==> config.mk <==
export PLATFORM = sky130hd
export DESIGN_NAME = s2p_frame_aligner
export DESIGN_NICKNAME = d
export VERILOG_FILES = /design/src/rtl/s2p_frame_aligner.sv
export SDC_FILE = /design/constraint.sdc
export NUM_CORES = 1
export LEC_CHECK = 0
export CORE_ASPECT_RATIO = 1.2
export CORE_MARGIN = 4
export CORE_UTILIZATION = 60
export DETAILED_ROUTE_END_ITERATION = 10
export DONT_BUFFER_PORTS = 1
export PLACE_DENSITY = 0.78
export SETUP_SLACK_MARGIN = 0.2
export SYNTH_ARGS = -nofsm -noshare
export SYNTH_HDL_FRONTEND = slang
export SYNTH_SLANG_ARGS = --single-unit
==> constraint.sdc <==
create_clock -name clk -period 2.3 [get_ports clk]
set_input_delay 0.46 -clock clk [delete_from_list [all_inputs] [get_ports clk]]
set_output_delay 0.46 -clock clk [all_outputs]
set_load 0.1 [all_outputs]
==> src/rtl/s2p_frame_aligner.sv <==
// Serial-to-parallel deserialiser with sync-word frame alignment and a
// one-entry valid/ready output holding register.
module s2p_frame_aligner #(
   parameter int               WIDTH       = 8,
   parameter logic [WIDTH-1:0] SYNC_WORD   = 8'hBC,
   parameter int               FRAME_WORDS = 4,
   parameter int               MISS_LIMIT  = 2,
   parameter bit               LSB_FIRST   = 1'b0
) (
   input  logic             clk,
   input  logic             reset,
   input  logic             din,
   input  logic             din_en,
   output logic [WIDTH-1:0] pdata,
   output logic             pvalid,
   input  logic             pready,
   output logic             locked,
   output logic             overflow,
   output logic             sync_err
);

   localparam int BIT_W = (WIDTH > 1) ? $clog2(WIDTH) : 1;
   localparam int WC_W  = (FRAME_WORDS > 0) ? $clog2(FRAME_WORDS + 1) : 1;
   localparam int MC_W  = (MISS_LIMIT > 0) ? $clog2(MISS_LIMIT + 1) : 1;

   typedef enum logic [0:0] {
      ST_SEARCH = 1'b0,
      ST_LOCKED = 1'b1
   } state_t;

   state_t             r_state;
   state_t             w_state_n;
   logic [WIDTH-1:0]   r_sr;
   logic [WIDTH-1:0]   w_word;
   logic [BIT_W-1:0]   r_bit_cnt;
   logic [BIT_W-1:0]   w_bit_cnt_n;
   logic [WC_W-1:0]    r_word_cnt;
   logic [WC_W-1:0]    w_word_cnt_n;
   logic [MC_W-1:0]    r_miss_cnt;
   logic [MC_W-1:0]    w_miss_cnt_n;
   logic [MC_W-1:0]    w_miss_inc;
   logic               w_data_done;
   logic               w_sync_miss;

   logic [WIDTH-1:0]   r_pdata;
   logic               r_pvalid;
   logic               r_locked;
   logic               r_overflow;
   logic               r_sync_err;

   // Assembled word: the value the shift register takes if this bit is sampled.
   always_comb begin
      w_word = r_sr;
      if (LSB_FIRST) begin
         w_word = {din, r_sr[WIDTH-1:1]};
      end else begin
         w_word = {r_sr[WIDTH-2:0], din};
      end
   end

   assign w_miss_inc = r_miss_cnt + MC_W'(1);

   // Alignment FSM: next state, counters and per-word events.
   always_comb begin
      w_state_n    = r_state;
      w_bit_cnt_n  = r_bit_cnt;
      w_word_cnt_n = r_word_cnt;
      w_miss_cnt_n = r_miss_cnt;
      w_data_done  = 1'b0;
      w_sync_miss  = 1'b0;
      if (din_en) begin
         case (r_state)
            ST_SEARCH: begin
               if (w_word == SYNC_WORD) begin
                  w_state_n    = ST_LOCKED;
                  w_bit_cnt_n  = '0;
                  w_word_cnt_n = '0;
                  w_miss_cnt_n = '0;
               end else begin
                  w_state_n = ST_SEARCH;
               end
            end
            ST_LOCKED: begin
               if (r_bit_cnt == BIT_W'(WIDTH - 1)) begin
                  w_bit_cnt_n = '0;
                  if (r_word_cnt < WC_W'(FRAME_WORDS)) begin
                     w_data_done  = 1'b1;
                     w_word_cnt_n = r_word_cnt + WC_W'(1);
                  end else begin
                     w_word_cnt_n = '0;
                     if (w_word == SYNC_WORD) begin
                        w_miss_cnt_n = '0;
                     end else begin
                        w_sync_miss = 1'b1;
                        // Too many consecutive misses: search again from the live bit stream.
                        if (w_miss_inc == MC_W'(MISS_LIMIT)) begin
                           w_state_n    = ST_SEARCH;
                           w_miss_cnt_n = '0;
                        end else begin
                           w_miss_cnt_n = w_miss_inc;
                        end
                     end
                  end
               end else begin
                  w_bit_cnt_n = r_bit_cnt + BIT_W'(1);
               end
            end
            default: begin
               w_state_n = ST_SEARCH;
            end
         endcase
      end else begin
         w_state_n = r_state;
      end
   end

   // State, shift register and alignment counters.
   always_ff @(posedge clk or negedge reset) begin
      if (!reset) begin
         r_state    <= ST_SEARCH;
         r_sr       <= '0;
         r_bit_cnt  <= '0;
         r_word_cnt <= '0;
         r_miss_cnt <= '0;
      end else begin
         r_state    <= w_state_n;
         r_bit_cnt  <= w_bit_cnt_n;
         r_word_cnt <= w_word_cnt_n;
         r_miss_cnt <= w_miss_cnt_n;
         if (din_en) begin
            r_sr <= w_word;
         end else begin
            r_sr <= r_sr;
         end
      end
   end

   // Holding register, handshake and status pulses.
   always_ff @(posedge clk or negedge reset) begin
      if (!reset) begin
         r_pdata    <= '0;
         r_pvalid   <= 1'b0;
         r_locked   <= 1'b0;
         r_overflow <= 1'b0;
         r_sync_err <= 1'b0;
      end else begin
         r_locked   <= (w_state_n == ST_LOCKED);
         r_sync_err <= w_sync_miss;
         r_overflow <= w_data_done & r_pvalid & ~pready;
         if (w_data_done && (!r_pvalid || pready)) begin
            r_pdata  <= w_word;
            r_pvalid <= 1'b1;
         end else if (r_pvalid && pready) begin
            r_pvalid <= 1'b0;
         end else begin
            r_pvalid <= r_pvalid;
         end
      end
   end

   assign pdata    = r_pdata;
   assign pvalid   = r_pvalid;
   assign locked   = r_locked;
   assign overflow = r_overflow;
   assign sync_err = r_sync_err;

endmodule

### Word-level counts from Yosys, hierarchy flattened

Index checks and enable logic that the tools add are counted.

| operators by class | value |
|---|---|
| add/sub/neg operators | 3 |
| magnitude comparators | 1 |
| equality and inequality tests | 6 |
| mux-type cells | 29 |
| bitwise operators | 4 |
| reductions and logical operators | 8 |

Operators by type and width:

| kind | count |
|---|---|
| 2-to-1 mux 1 bit | 16 |
| 2-to-1 mux 3 bit | 4 |
| one-hot mux 3 bit (2 select lines) | 2 |
| 2-to-1 mux 2 bit | 5 |
| == test 8 bit, second input constant | 1 |
| adder 3 x 1 -> 3 bit, second input constant | 2 |
| != test 2 bit, second input constant | 2 |
| one-hot mux 2 bit (2 select lines) | 1 |
| AND reduction 4 bit | 1 |
| == test 3 bit, second input constant | 1 |
| < comparator 3 bit, second input constant | 1 |
| AND reduction 3 bit | 1 |
| adder 2 x 1 -> 2 bit, second input constant | 1 |
| bitwise AND 1 bit | 2 |
| == test 2 bit, second input constant | 1 |
| logical AND 1 bit | 2 |
| != test 2 x 1 -> 1 bit, second input constant | 1 |
| inverter 1 bit | 2 |
| one-hot mux 1 bit (2 select lines) | 1 |
| AND reduction 2 bit | 1 |
| nonzero test 2 bit | 1 |
| logical NOT 1 bit | 1 |
| logical OR 1 bit | 1 |

| word-level totals | value |
|---|---|
| flip-flop bits (word level) | 27 |
| bits of input ports | 5 |
| output and inout bits | 12 |
| word-level logic and storage cells | 60 |

### Longest topological paths before layout

| logic depth | value |
|---|---|
| depth in word-level cells | 7 |
| mapped depth | 7 |
| mapped depth without buffers | 6 |

### Worst setup path before layout

No wires, ideal clock.

| timing path | value |
|---|---|
| kind | register -> register |
| start point | reg, netlist name locked |
| end point | reg r_pdata[0], in the netlist pdata[0] |
| library setup time | 126 ps |
| arrival time | 1934 ps |
| data required time | 2174 ps |
| setup slack | 240 ps |
| stages on the path, launching flop included | 6 |
| path buffers | 2 |
| clock period less this slack | 2060 ps |
| cell sequence | dfrtp_1 > buf_2 > nand3b_2 > nor2b_2 > buf_6 > mux2_4 |

RTL lines:

| element | line | text |
|---|---|---|
| to (signal assigned) | 151 | `r_pdata <= w_word;` |
| to (decl) | 45 | `logic [WIDTH-1:0] r_pdata;` |

### Worst setup path after layout

| timing path | value |
|---|---|
| start point | reg r_bit_cnt[0] |
| end point | reg r_pdata[7], in the netlist pdata[7] |

| on the way | value |
|---|---|
| word-level cells in the longest chain between the ends | 5 |

Ends and longest elaborated chain:

| element | line | text |
|---|---|---|
| from (decl) | 35 | `logic [BIT_W-1:0] r_bit_cnt;` |
| from (signal assigned) | 127 | `r_bit_cnt <= w_bit_cnt_n;` |
| == test 3 bit | 84 | `if (r_bit_cnt == BIT_W'(WIDTH - 1)) begin` |
| 2-to-1 mux 1 bit | 84 |  |
| 2-to-1 mux 1 bit | 72 | `case (r_state)` |
| 2-to-1 mux 1 bit | 71 | `if (din_en) begin` |
| logical AND 1 bit | 150 | `if (w_data_done && (!r_pvalid \|\| pready)) begin` |

Every way passes these cells.
A chain may end at the register's enable or synchronous reset.

==> summary.md <==
| Metric | Value |
|---|---|
| Clock power frac | `approximately 17%` |
| Vias in the first global route | `~760` |
| Max Root-Sink Buffers | `2` |
| Clock Latency Late Sink | `310 ps` |
| Main combinational cell family by area after synthesis | `multiplexers` |
| P_sw | `0.3800 mW` |
| Row count | `17` |
| First-pass GRT wire length | `3436 um` |
| Reg power frac | `64.5%` |
| Nets | `105` |
| Sum Neg Setup Slack | `0 ps` |
| DP Worst Slack | `just over 400 ps` |
| Final HPWL DP | `~1400 um` |
| Final slew viol count | `0` |
| Setup-failing EPs final | `0` |
| Die W | `48.72 um` |
| Root buf cell | `clkbuf_4` |
| DRT iter0 DRCs | `7` |
| Inserted Clock Buffers | `3` |
| Netlist cell types | `32` |
| Port bufs | `0` |
| Worst Slack Setup Final | `~400 ps` |
| Hold WC Path Type | `primary input to register` |
| H-tree levels | `1` |
| Layout cell share with drive strength beyond 1 | `30.21%` |
| Worst-Margin Slew | `911.1 ps` |
| Mean Syn Cell Area | `roughly 14 um^2` |
| Clock skew | `5.940 ps` |
| Crit path cell chain | `ha_1 -> ha_1 -> and3_1 -> nand3b_2 -> nor2b_2 -> buf_4 -> mux2_4` |
| Maximum VDD drop | `0.0004996 V` |
| Synth Area in Simple Gates | `14.36%` |
| Most used cell, CP | `ha_1` |
| Crit end category | `register` |
| Clk sink count | `27` |
| Synth Instances | `88` |
| MaxCap Viol Count | `0` |
| Tmin final | `1895 ps` |
| Io pins | `17` |
| Full die area | `0.002770 mm^2` |
| Vias per cell | `around 5.9` |
| Drt drc | `0` |
| Finished Layout Cells | `approximately 120` |
| Crit Path Max Fanout | `8` |
| Max stage delay on crit path | `roughly 400 ps` |
| Congestion Overflow GR | `0` |
| Post-synthesis mux area share | `between 10% and 20%` |
| Power Internal | `0.7169 mW` |
| Pwr Density | `850.4 mW/mm^2` |
| Pin count of the biggest net entering global routing | `28` |
| DP Cell Count | `109` |
| CTS resizes | `0` |
| Comb pwr share | `18.2%` |
| Critical path's slowest cell | `dfrtp_1` |
| Area delta synth->final | `8.071%` |
| Synthesized Nets | `96` |
| Netlist Area Pre-Place | `0.001194 mm^2` |
| Vias after detailed routing | `682` |
| Sequential cell area fraction in the yosys report | `56.60%` |
| Drt wl/cell | `between 15 and 20 um` |
| Die Ht | `56.86 um` |
| #FFs+latches synth | `27` |
| F_max | `0.5277 GHz` |
| Warning count from the yosys run | `0` |
| P_leak | `~0.63 nW` |
| WL final | `1903 um` |
| Compound-cell area share of the yosys netlist | `7.128%` |
| Starting Density | `a little under two thirds` |
| Critical Path AT | `2100 ps` |
| Fin crit share | `82.40%` |
| Post-Synth XOR/XNOR Area | `0%` |
| CTS tree | `built` |
| Endpoints failing hold | `0` |
| RSZ-0062 raised after global routing | `false` |
| Clock transition at path regs | `130 ps` |
| Startpoint types | `register` |
| Antenna violations before repair | `0` |
| Gpl congestion | `~0.76` |
| Status | `completed` |
| Post-CTS Setup Repair Bufs | `0` |
| Worst Setup Path Type | `register to register` |
| Max transition margin | `39.26%` |
| GRT Total Usage | `around 16%` |
| Post-Synth Adder-Cell Area | `3.145%` |
| Drt first pass iters | `4` |
| Core Region | `0.001872 mm^2` |
| WP data required | `approximately 2500 ps` |
| Diode count | `0` |
| Final antenna-violating net count | `0` |
| Post-route core utilization | `68.92%` |
| Sw Share | `34.64%` |
## path summary, 6_finish.rpt
check / from / depth (start not counted) / end / slack [ps]
min: din / 1 / pdata[0] / 290
min reg2reg: r_word_cnt[1] / 2 / r_word_cnt[1] / 500
max reg2reg: r_bit_cnt[0] / 7 / pdata[7] / 400
max in group asynchronous: reset / 2 / r_sr[5] / 1580
max: r_bit_cnt[0] / 7 / pdata[7] / 400
min in group asynchronous: reset / 2 / r_word_cnt[1] / 570
## power groups by stage
stage | logic (mW) | registers [mW] | clock network (mW)
2_1_floorplan | 0.139 | 0.720 | 0
3_3_place_gp | 0.176 | 0.712 | 0
3_5_place_dp | 0.188 | 0.720 | 0
4_1_cts | 0.203 | 0.710 | 0.201
5_1_grt | 0.219 | 0.721 | 0.220
6_report | 0.199 | 0.708 | 0.190
## flip-flops by register name (all words and copies together) (netlist names)
register and flops:
locked 1, overflow 1, pdata 8, pvalid 1, r_bit_cnt 3, r_miss_cnt 2
r_sr 7, r_word_cnt 3, sync_err 1
## layer usage
metal	up-vias	share of wire [%]	global-route usage, %
met1	340	42	18.01
met3	2	3.2	2.122
met2	9	54	28.36
met4	0	0.89	5.769
li1	331	-	-
met5	-	0	0
## synthesized netlist by cell type (all sizes together)
cell	count	area (um^2)
dfrtp	27	675.7
mux2	15	199.0
nand2	9	33.78
o21ai	4	23.77
buf	3	21.27
ha	3	37.54
nor3	3	26.28
a21o	2	15.01
and3	2	12.51
nand2b	2	12.51
nand4	2	12.51
nor2b	2	15.02
a211o	1	8.760
a22o	1	8.760
a32o	1	10.01
inv	1	3.750
nand3	1	5.000
nand3b	1	11.26
nand4b	1	8.760
nor2	1	3.750
nor3b	1	7.510
nor4	1	6.260
o21a	1	7.510
o41a	1	11.26
or2	1	8.760
or2b	1	7.510
## layout make-up
type / count / area, um^2
clock buffers: 4 / 26.28
repair buffers: 7 / 67.56
inverters: 1 / 3.754
flip-flops and latches: 27 / 675.6
well taps: 19 / 23.77
multi-input cells: 57 / 493.0
fillers: 147 / 581.8
## kinds of logic (layout without fill, tap and decap cells)
family                   Yosys count  count (layout)
AO/OA/AOI/OAI                     11              11
buffers and inverters              4              12
flip-flops                        27              27
adder cells (fa/ha/maj)            3               3
AND/OR/NAND/NOR                   28              28
multiplexers                      15              15
## what timing repair did
action,CTS,global route
hold buffers,2,0
hold endpoints to repair,27,0
setup endpoints to repair,0,0
## stage by stage
step / hold WS (ps) / power [mW] / area (um^2)
6_report: 286.3 / 1.097 / 1290
5_1_grt: 259.6 / 1.160 / 1290
4_1_cts: 273.2 / 1.114 / 1290
3_5_place_dp: 165.0 / 0.9078 / 1234
3_3_place_gp: 165.0 / 0.8881 / 1234
2_1_floorplan: 164.4 / 0.8597 / 1194
## layout by cell type, fill, tap and decap left out, drive strengths merged
master / netlist / final
dfrtp: 27 / 27
buf: 3 / 6
a32o: 1 / 1
nor4: 1 / 1
nand3: 1 / 1
and3: 2 / 2
o21ai: 4 / 4
nand2: 9 / 9
or2: 1 / 1
inv: 1 / 1
clkbuf: 0 / 4
mux2: 15 / 15
nand4: 2 / 2
o41a: 1 / 1
nor2: 1 / 1
dlygate4sd3: 0 / 1
ha: 3 / 3
or2b: 1 / 1
nor3: 3 / 3
nand4b: 1 / 1
nor2b: 2 / 2
nand2b: 2 / 2
nor3b: 1 / 1
a21o: 2 / 2
a22o: 1 / 1
nand3b: 1 / 1
o21a: 1 / 1
a211o: 1 / 1
## worst max-delay path: cells and delay by family, from the launching register on
family | cells | cell delay, ps
simple gates | 3 | 490
mux | 1 | 310
fa+ha+maj | 2 | 410
flops | 1 | 400
buf+inv | 1 | 200
No activity file was read; power rests on OpenSTA's default activity.
